[src/rtl/ef_pwm32_pkg.sv]
// Shared types and default widths for the EF_PWM32 compare ramp sequencer.
package ef_pwm32_pkg;

  typedef enum logic [1:0] {
    ST_IDLE     = 2'd0,
    ST_RAMP     = 2'd1,
    ST_PEND_SET = 2'd2
  } state_e;

  localparam int DEF_W  = 32;
  localparam int DEF_IW = 16;

endpackage

[src/rtl/ef_pwm32_evt_div.sv]
// Period-event divider: emits one tick on every Nth period_evt while enabled.
// An interval of 0 behaves as 1 so a ramp can never stall.
module ef_pwm32_evt_div
  import ef_pwm32_pkg::*;
#(
  parameter int IW = DEF_IW
) (
  input  logic          HCLK,
  input  logic          HRESETn,
  input  logic          evt,
  input  logic          en,
  input  logic          clr,
  input  logic [IW-1:0] interval,
  output logic          tick
);

  logic [IW-1:0] cnt_q;
  logic [IW-1:0] last;

  // Terminal count: interval-1, with interval 0 mapped onto a terminal of 0.
  always_comb begin
    last = '0;
    if (interval != '0) begin
      last = interval - IW'(1);
    end
  end

  // A clear in the same cycle suppresses the tick so a discarded update cannot leak out.
  assign tick = en & evt & ~clr & (cnt_q == last);

  // Period counter, restarted on clear and wrapped at the terminal count.
  always_ff @(posedge HCLK or negedge HRESETn) begin
    if (!HRESETn) begin
      cnt_q <= '0;
    end else if (clr) begin
      cnt_q <= '0;
    end else if (en && evt) begin
      if (cnt_q == last) begin
        cnt_q <= '0;
      end else begin
        cnt_q <= cnt_q + IW'(1);
      end
    end
  end

endmodule

[src/rtl/ef_pwm32_ramp_seq.sv]
// Duty-cycle ramp sequencer for one EF_PWM32 compare channel.
// cmp_out only moves on a period boundary so the PWM core never sees a torn compare.
//
//  state       | meaning
//  ------------+---------------------------------------------------------------
//  ST_IDLE     | holding cmp_out, accepting start / set_req
//  ST_RAMP     | stepping cmp_out toward target on every Nth period_evt
//  ST_PEND_SET | waiting for the next period_evt to load target directly
module ef_pwm32_ramp_seq
  import ef_pwm32_pkg::*;
#(
  parameter int            W        = DEF_W,
  parameter int            IW       = DEF_IW,
  parameter logic [W-1:0]  INIT_CMP = '0
) (
  input  logic          HCLK,
  input  logic          HRESETn,
  input  logic          period_evt,
  input  logic          start,
  input  logic          abort,
  input  logic          set_req,
  input  logic [W-1:0]  target,
  input  logic [W-1:0]  step,
  input  logic [IW-1:0] interval,
  output logic [W-1:0]  cmp_out,
  output logic          busy,
  output logic          done
);

  state_e        state_q, state_d;
  logic [W-1:0]  cmp_q, cmp_d;
  logic [W-1:0]  target_q, step_q;
  logic [IW-1:0] interval_q;
  logic          done_q, done_d;
  logic          ld_start, ld_set, div_clr;
  logic          tick;
  logic [W-1:0]  upd;
  logic [W:0]    diff_up, diff_dn, step_ext;

  ef_pwm32_evt_div #(.IW(IW)) u_div (
    .HCLK     (HCLK),
    .HRESETn  (HRESETn),
    .evt      (period_evt),
    .en       (state_q == ST_RAMP),
    .clr      (div_clr),
    .interval (interval_q),
    .tick     (tick)
  );

  // Next compare value for one ramp step; the distance is taken in W+1 bits so
  // the step is clamped at target instead of overshooting or wrapping.
  always_comb begin
    diff_up  = {1'b0, target_q} - {1'b0, cmp_q};
    diff_dn  = {1'b0, cmp_q} - {1'b0, target_q};
    step_ext = {1'b0, step_q};
    upd      = target_q;
    if (target_q >= cmp_q) begin
      if (step_q != '0 && diff_up > step_ext) begin
        upd = cmp_q + step_q;
      end
    end else begin
      if (step_q != '0 && diff_dn > step_ext) begin
        upd = cmp_q - step_q;
      end
    end
  end

  // Next-state, compare and done decode; abort outranks any update due that cycle.
  always_comb begin
    state_d  = state_q;
    cmp_d    = cmp_q;
    done_d   = 1'b0;
    ld_start = 1'b0;
    ld_set   = 1'b0;
    div_clr  = 1'b0;
    case (state_q)
      ST_IDLE: begin
        if (start) begin
          if (target == cmp_q) begin
            done_d = 1'b1;
          end else begin
            ld_start = 1'b1;
            div_clr  = 1'b1;
            state_d  = ST_RAMP;
          end
        end else if (set_req) begin
          ld_set  = 1'b1;
          state_d = ST_PEND_SET;
        end
      end
      ST_RAMP: begin
        if (abort) begin
          div_clr = 1'b1;
          state_d = ST_IDLE;
        end else if (tick) begin
          cmp_d = upd;
          if (upd == target_q) begin
            done_d  = 1'b1;
            state_d = ST_IDLE;
          end
        end
      end
      ST_PEND_SET: begin
        if (abort) begin
          state_d = ST_IDLE;
        end else if (period_evt) begin
          cmp_d   = target_q;
          done_d  = 1'b1;
          state_d = ST_IDLE;
        end
      end
      default: state_d = ST_IDLE;
    endcase
  end

  // State, compare output and done pulse registers.
  always_ff @(posedge HCLK or negedge HRESETn) begin
    if (!HRESETn) begin
      state_q <= ST_IDLE;
      cmp_q   <= INIT_CMP;
      done_q  <= 1'b0;
    end else begin
      state_q <= state_d;
      cmp_q   <= cmp_d;
      done_q  <= done_d;
    end
  end

  // Ramp parameters are captured only when a request is accepted from idle.
  always_ff @(posedge HCLK or negedge HRESETn) begin
    if (!HRESETn) begin
      target_q   <= '0;
      step_q     <= '0;
      interval_q <= '0;
    end else if (ld_start) begin
      target_q   <= target;
      step_q     <= step;
      interval_q <= interval;
    end else if (ld_set) begin
      target_q   <= target;
    end
  end

  assign cmp_out = cmp_q;
  assign busy    = (state_q != ST_IDLE);
  assign done    = done_q;

endmodule

[config.mk]
export PLATFORM = sky130hd
export DESIGN_NAME = ef_pwm32_ramp_seq
export DESIGN_NICKNAME = d
export VERILOG_FILES = /design/src/rtl/ef_pwm32_pkg.sv /design/src/rtl/ef_pwm32_evt_div.sv /design/src/rtl/ef_pwm32_ramp_seq.sv
export SDC_FILE = /design/constraint.sdc
export NUM_CORES = 1
export LEC_CHECK = 0
export CAP_MARGIN = 20
export CORE_ASPECT_RATIO = 1.5
export CORE_MARGIN = 1.5
export CORE_UTILIZATION = 39
export DETAILED_ROUTE_END_ITERATION = 7
export PLACE_DENSITY = 0.68
export REMOVE_ABC_BUFFERS = 1
export SYNTH_ARGS = -nofsm -noshare
export SYNTH_HDL_FRONTEND = slang
export SYNTH_SLANG_ARGS = --single-unit
[constraint.sdc]
create_clock -name HCLK -period 6.4 [get_ports HCLK]
set_clock_uncertainty 0.1 [all_clocks]
set_input_delay 0.96 -clock HCLK [delete_from_list [all_inputs] [get_ports HCLK]]
set_output_delay 0.96 -clock HCLK [all_outputs]
set_load 0.1 [all_outputs]
==> flow_summary.json, run 1 <==
{
  "synth_ff_type": "sky130_fd_sc_hd__dfrtp_1",
  "clock_tree_from_tritoncts": "done",
  "worst_r2r_startpoint": "target_q[0]",
  "setup.worst_path.start_class": "flop",
  "ctsLongestPathBuffers": 2,
  "crit_type": "flop to flop",
  "h-tree-depth": 4,
  "antenna_found_initial": 0,
  "die_w_um": 173,
  "drt-initial-drc-count": 1576,
  "rr_endpoint": "state_q[0]",
  "core_box_area_mm2": 0.0427,
  "routed.top_layer": "met4",
  "area_growth_syn_to_layout_pct": 26.7,
  "postCtsHoldBufs": 0,
  "grt_pass1_wl_um": 118000,
  "r2r_slack_ns": 0.14,
  "maxSlewViolCount": 0,
  "yosysSeqAreaShare_pct": 19.5,
  "grtUsageTotal_pct": 35.7,
  "floorplan.rows": 93,
  "wire_per_inst_um": 26.7,
  "run_status": "completed",
  "cpMaxStageDelayCell": "sky130_fd_sc_hd__or4_4",
  "detailed_placement_hpwl_um": 66300,
  "finish.net_count": 2727,
  "hold_path_class": "flop to flop",
  "type_of_element_capturing_the_critical_path": "flop",
  "commonest_non_fill_non_tap_cell_in_the_layout": "sky130_fd_sc_hd__buf_4",
  "drtAntennaViolNets": 0,
  "timing.max_cap.violations": 0,
  "drt-pass1-iter-count": 6,
  "setup_viol": 0,
  "routed-wl-met3_um": 4810,
  "routed_via_count": 18800,
  "timing.final.crit_share_pct": 97.8,
  "grt_setup_unrepaired": "yes",
  "path_clk_slew_ns": 0.08,
  "n_antenna_cell": 0,
  "final_cell_mix": "sky130_fd_sc_hd__buf_4, sky130_fd_sc_hd__ha_1, sky130_fd_sc_hd__a21oi_1",
  "worst_skew_pair.late_latency_ns": 0.46,
  "worst_hold_path.num_cells": 1,
  "postSynthRegisterBits": 131,
  "finalHoldViolations": 0,
  "vias_in_the_first_global_route": 18800,
  "viasPerCell": 6.21,
  "worst_slew_pin_slew_ns": 1.13,
  "die_h_um": 257,
  "globalplace.congestion": 1.07,
  "grt_overflow_total": 0,
  "syn_inst": 2151,
  "synthArstFlopShare_pct": 100,
  "ys_warn_count": 0,
  "grt_max_degree": 76,
  "drcViolationCount": 0,
  "synth_cell_types": 91,
  "synth_area_mm2": 0.0168,
  "synth_edf_count": 0,
  "pin_count": 120,
  "die_area_mm2": 0.0444,
  "timing.fmax_ghz": 0.160,
  "relative_slew_margins_pct": 24.0,
  "initial_cell_density_of_the_core_pct": 39.4,
  "drive_above_1_share_pct": 18.1,
  "met2WireLength_um": 38800,
  "postLayoutSetupSlackWorst_ns": 0.141,
  "timing.critical_path.fanout_max": 3,
  "cts_buffers": 17,
  "cts_root_buf": "sky130_fd_sc_hd__clkbuf_16",
  "numClockSinks": 131,
  "port_buffers": 119,
  "r2r.worst_path.cells": 31,
  "holdCritStartpoint": "state_q[0]",
  "timing.critical_path.required_ns": 6.65,
  "detailedPlace.worstSlack_ns": -0.709,
  "postRouteWirelength_um": 80900,
  "critical_path_arrival_ns": 6.51,
  "critical_path.max_stage_delay_ns": 0.61,
  "period_minus_slack_ns": 6.26,
  "whs_endpoint": "state_q[1]",
  "syn-mean-instance-area_um2": 7.82,
  "detail_route.wirelength.met1_um": 29300
}
state kept, by name (all words and copies together), names as in the netlist:
register and flops:
u_div.cnt_q 16, target_q 32, step_q 32, interval_q 16
done 1, state_q 2, cmp_out 32
worst max-delay path by stage:
stage | start | endpoint | slack (ns)
final | target_q[0] | state_q[0] | 0.14
after global routing | cmp_out[0] | state_q[0] | -0.11
after CTS | cmp_out[0] | state_q[0] | 0.002
after detailed placement | cmp_out[0] | state_q[0] | -0.71
after global placement | cmp_out[0] | state_q[0] | -0.60
after floorplan | cmp_out[1] | state_q[0] | -1.04
stage by stage:
step | TNS (ns) | utilization [%] | cell area (um^2) | instances | hold slack [ns]
4_1_cts | 0 | 49.2 | 21000 | 3015 | 0.420
2_1_floorplan | -25.98 | - | 16400 | 2048 | 0.363
3_3_place_gp | -11.13 | 47.3 | 20200 | 2976 | 0.404
6_report | 0 | 49.9 | 21300 | 3029 | 0.423
3_5_place_dp | -13.93 | 47.3 | 20200 | 2976 | 0.412
5_1_grt | -0.134 | 49.9 | 21300 | 3029 | 0.443
what timing repair did:
action | 4_1_cts | 5_1_grt
endpoints found under the setup margin | 34 | 33
pin swaps | 21 | 30
setup buffers | 7 | 15
resized for setup | 35 | 46
area by class of cell:
class | count | area [um^2]
clock buffers | 19 | 453
clock inverters | 13 | 186
fillers | 4168 | 21400
inverters | 154 | 578
multi-input cells | 1763 | 12900
flip-flops and latches | 131 | 3280
well taps | 570 | 713
repair buffers | 379 | 3180
synth_stat cells (10+ instances only):
| cell | instances | area share, % |
|---|---|---|
| sky130_fd_sc_hd__ha_1 | 191 | 14 |
| sky130_fd_sc_hd__a21oi_1 | 170 | 5.1 |
| sky130_fd_sc_hd__o21ai_0 | 164 | 4.9 |
| sky130_fd_sc_hd__inv_1 | 152 | 3.4 |
| sky130_fd_sc_hd__nand2_1 | 152 | 3.4 |
| sky130_fd_sc_hd__nor2_1 | 151 | 3.4 |
| sky130_fd_sc_hd__dfrtp_1 | 131 | 19 |
| sky130_fd_sc_hd__xnor2_1 | 103 | 5.4 |
| sky130_fd_sc_hd__clkbuf_1 | 85 | 1.9 |
| sky130_fd_sc_hd__xor2_1 | 74 | 3.9 |
| sky130_fd_sc_hd__mux2_2 | 58 | 3.9 |
| sky130_fd_sc_hd__nand3_1 | 52 | 1.5 |
| sky130_fd_sc_hd__a21o_1 | 50 | 2.2 |
| sky130_fd_sc_hd__nor4_1 | 42 | 1.6 |
| sky130_fd_sc_hd__nor3_1 | 41 | 1.2 |
| sky130_fd_sc_hd__nand4_1 | 38 | 1.4 |
| sky130_fd_sc_hd__nor2b_1 | 28 | 1.0 |
| sky130_fd_sc_hd__nand2b_1 | 25 | 0.93 |
| sky130_fd_sc_hd__o21bai_1 | 23 | 1.0 |
| sky130_fd_sc_hd__and3_1 | 22 | 0.82 |
| sky130_fd_sc_hd__a31oi_1 | 21 | 0.78 |
| sky130_fd_sc_hd__o211ai_1 | 21 | 0.94 |
| sky130_fd_sc_hd__a22oi_1 | 20 | 0.89 |
| sky130_fd_sc_hd__o221ai_1 | 19 | 0.99 |
| sky130_fd_sc_hd__o21a_1 | 18 | 0.80 |
| sky130_fd_sc_hd__a211oi_1 | 17 | 0.76 |
| sky130_fd_sc_hd__o22ai_1 | 15 | 0.56 |
| sky130_fd_sc_hd__a32oi_1 | 13 | 0.68 |
| sky130_fd_sc_hd__or3_1 | 13 | 0.48 |
| sky130_fd_sc_hd__a221oi_1 | 12 | 0.62 |
| sky130_fd_sc_hd__o31ai_1 | 12 | 0.54 |
| sky130_fd_sc_hd__or4_1 | 12 | 0.54 |
| sky130_fd_sc_hd__nor3b_1 | 11 | 0.49 |
| sky130_fd_sc_hd__a221o_1 | 10 | 0.59 |
| sky130_fd_sc_hd__buf_2 | 10 | 0.30 |
| sky130_fd_sc_hd__mux2i_1 | 10 | 0.59 |
| sky130_fd_sc_hd__o2111ai_1 | 10 | 0.52 |
cells by family after synthesis:
family	share of synthesized area, %
multiplexers	4.48
flip-flops	19.5
adder cells (fa/ha/maj)	14.7
buffers and inverters	5.81
AND/OR/NAND/NOR	19.0
AO/OA/AOI/OAI	27.2
XOR/XNOR	9.35
critical path: cells and delay by family (launching register included):
family | cells | cell delay, ns
compound gates | 14 | 2.36
simple gates | 7 | 1.58
fa+ha+maj | 3 | 0.81
buf+inv | 6 | 0.75
flops | 1 | 0.38
xor+xnor | 1 | 0.14
metal layers:
metal  track usage [%]  vias to the layer above
met4              30.2                        0
met1              38.3                     9089
met5                 0                        -
met3              4.65                      306
met2              62.1                      879
li1                  -                     8533
Power of run 1 is not shown: default switching activity piles up to over one toggle a cycle in this logic, so the estimate is an artifact.
==> run 2, diff against run 1 <==
--- a/config.mk
+++ b/config.mk
@@ -7,11 +7,12 @@
 export LEC_CHECK = 0
 export CAP_MARGIN = 20
 export CORE_ASPECT_RATIO = 1.5
-export CORE_MARGIN = 1.5
+export CORE_MARGIN = 4
 export CORE_UTILIZATION = 39
 export DETAILED_ROUTE_END_ITERATION = 7
 export PLACE_DENSITY = 0.68
 export REMOVE_ABC_BUFFERS = 1
+export SLEW_MARGIN = 20
 export SYNTH_ARGS = -nofsm -noshare
 export SYNTH_HDL_FRONTEND = slang
 export SYNTH_SLANG_ARGS = --single-unit
==> run 2 against run 1 <==
  * The flow now finishes with violations (negative setup slack)
  * Utilization is 0.65 points higher
  * Hold slack got worse by 0.0063 ns
  * Via count is 0.48% higher
  * Clock-buffer cell count down 2
  * First-iteration DRC count increased by 17%
  * Non-clock buffer count increased by 13
  * Global-route usage fell by 2.7 points
  * Critical path type unchanged
  * Highest routed layer unchanged
==> flow_summary.json, run 2 (same netlist as run 1, synthesis figures left out) <==
{
  "run_status": "finished with violations",
  "failed_checks": "negative setup slack",
  "rr_endpoint": "state_q[0]",
  "cts_buffers": 17,
  "maxSlewViolCount": 0,
  "critical_path_arrival_ns": 6.77,
  "drt-initial-drc-count": 1849,
  "die_area_mm2": 0.0466,
  "die_w_um": 178,
  "grt_pass1_wl_um": 116000,
  "final_cell_mix": "sky130_fd_sc_hd__buf_4, sky130_fd_sc_hd__ha_1, sky130_fd_sc_hd__a21oi_1",
  "timing.fmax_ghz": 0.154,
  "path_clk_slew_ns": 0.07,
  "worst_slew_pin_slew_ns": 1.10,
  "routed_via_count": 18900,
  "critPathMostFrequentCell": "sky130_fd_sc_hd__buf_4",
  "postCtsHoldBufs": 0,
  "grtUsageTotal_pct": 33.0,
  "timing.max_cap.violations": 0,
  "postLayoutSetupSlackWorst_ns": -0.0978,
  "r2r.worst_path.cells": 31,
  "grt_overflow_total": 0,
  "ctsLongestPathBuffers": 2,
  "drt-pass1-iter-count": 6,
  "grt_setup_unrepaired": "yes",
  "finish.cell_count_without_fillers": 3037,
  "postRouteWirelength_um": 79100,
  "timing.critical_path.fanout_max": 4,
  "die_h_um": 262,
  "relative_slew_margins_pct": 26.0,
  "cpMaxStageDelayCell": "sky130_fd_sc_hd__or4_4",
  "h-tree-depth": 4,
  "setup.worst_path.start_class": "flop",
  "clock_tree_from_tritoncts": "done",
  "numClockSinks": 131,
  "worst_r2r_startpoint": "cmp_out[0]",
  "finalHoldViolations": 0,
  "floorplan.rows": 92,
  "core_box_area_mm2": 0.0424,
  "wire_per_inst_um": 26.0,
  "antenna_found_initial": 1,
  "worst_skew_pair.late_latency_ns": 0.48,
  "finish.net_count": 2740,
  "area_growth_syn_to_layout_pct": 27.4,
  "drcViolationCount": 0,
  "final.fill_count": 4159,
  "pin_count": 120,
  "r2r_slack_ns": -0.1,
  "grt_max_degree": 79,
  "drtAntennaViolNets": 0,
  "viasPerCell": 6.22,
  "crit_type": "flop to flop",
  "port_buffers": 119,
  "detailed_placement_hpwl_um": 64900,
  "multiInputGateArea_mm2": 0.0130,
  "type_of_element_capturing_the_critical_path": "flop",
  "layout.area.seq_mm2": 0.00328,
  "critical_path.max_stage_delay_ns": 0.59,
  "commonest_non_fill_non_tap_cell_in_the_layout": "sky130_fd_sc_hd__buf_4",
  "drive_above_1_share_pct": 18.7,
  "globalplace.congestion": 1.08,
  "initial_cell_density_of_the_core_pct": 39.7,
  "placed_cells_incl_taps": 2976,
  "period_minus_slack_ns": 6.50,
  "cts_root_buf": "sky130_fd_sc_hd__clkbuf_16",
  "hold_path_class": "input port to async pin",
  "vias_in_the_first_global_route": 18800,
  "setup_viol": 1,
  "timing.critical_path.required_ns": 6.68,
  "timing.final.crit_share_pct": 102
}
-- run 2: changes by cell type in the layout (fill, tap and decap cells not counted), moves of 3 or more --
cell | before | now
sky130_fd_sc_hd__o21ai_1 | 1 | 10
sky130_fd_sc_hd__buf_4 | 255 | 263
sky130_fd_sc_hd__o21ai_0 | 156 | 149
sky130_fd_sc_hd__buf_6 | 4 | 8
sky130_fd_sc_hd__clkinvlp_4 | 1 | 5
sky130_fd_sc_hd__o21ai_2 | 9 | 5
sky130_fd_sc_hd__bufinv_16 | 3 | 0
sky130_fd_sc_hd__inv_2 | 6 | 3
-- run 2: layout make-up --
class / count / share of cell area (%)
clock inverter: 15 / 0.677
tap: 564 / 3.29
antenna: 1 / 0.0117
sequential: 131 / 15.3
inverter: 154 / 2.71
multi-input combinational: 1763 / 60.6
timing repair buffer: 392 / 15.4
clock buffer: 17 / 1.99
-- run 2: critical path: cells and delay by family (launching register included) --
kind,cells,cell delay (ns)
AOI/OAI and AO/OA,16,2.84
buffers and inverters,6,0.88
DFF,1,0.40
and+or+nand+nor,6,1.56
adders and majority gates,2,0.49
xor gates and xnor gates,1,0.13
-- run 2: how the worst max path moves through the flow --
stage                           from         end  slack [ns]  cells past startpoint
after floorplan           cmp_out[1]  state_q[0]       -1.04                     26
after global placement    cmp_out[1]  state_q[0]       -0.74                     33
after detailed placement  cmp_out[1]  state_q[0]       -0.88                     33
after CTS                 cmp_out[0]  state_q[0]        0.01                     33
after global routing      cmp_out[2]  state_q[0]       -0.32                     34
final                     cmp_out[0]  state_q[0]        -0.1                     31
-- run 2: per-stage QoR --
| step | area, um^2 | setup slack, ns | util [%] | hold WS, ns | setup TNS [ns] |
|---|---|---|---|---|---|
| 2_1_floorplan | 16400 | -1.04 | - | 0.363 | -25.98 |
| 3_3_place_gp | 20200 | -0.740 | 47.8 | 0.415 | -8.10 |
| 3_5_place_dp | 20200 | -0.882 | 47.8 | 0.421 | -13.64 |
| 4_1_cts | 21100 | 0.0140 | 49.8 | 0.426 | 0 |
| 5_1_grt | 21400 | -0.320 | 50.6 | 0.464 | -1.21 |
| 6_report | 21400 | -0.0978 | 50.6 | 0.416 | -0.0978 |
-- run 2: layer usage --
metal	share of wire [%]	routed length, um	GRT usage [%]
met1	36	28700	36.7
met2	48	38100	55.8
met4	9.3	7360	25.2
met3	6.2	4900	4.98
met5	0	0	0
-- run 2: what timing repair did --
action,in CTS,in global routing
pin swaps,38,44
setup endpoints to repair,34,28
gates resized for setup,52,47
buffers inserted,15,13
Power of run 2 is left out for the same reason.
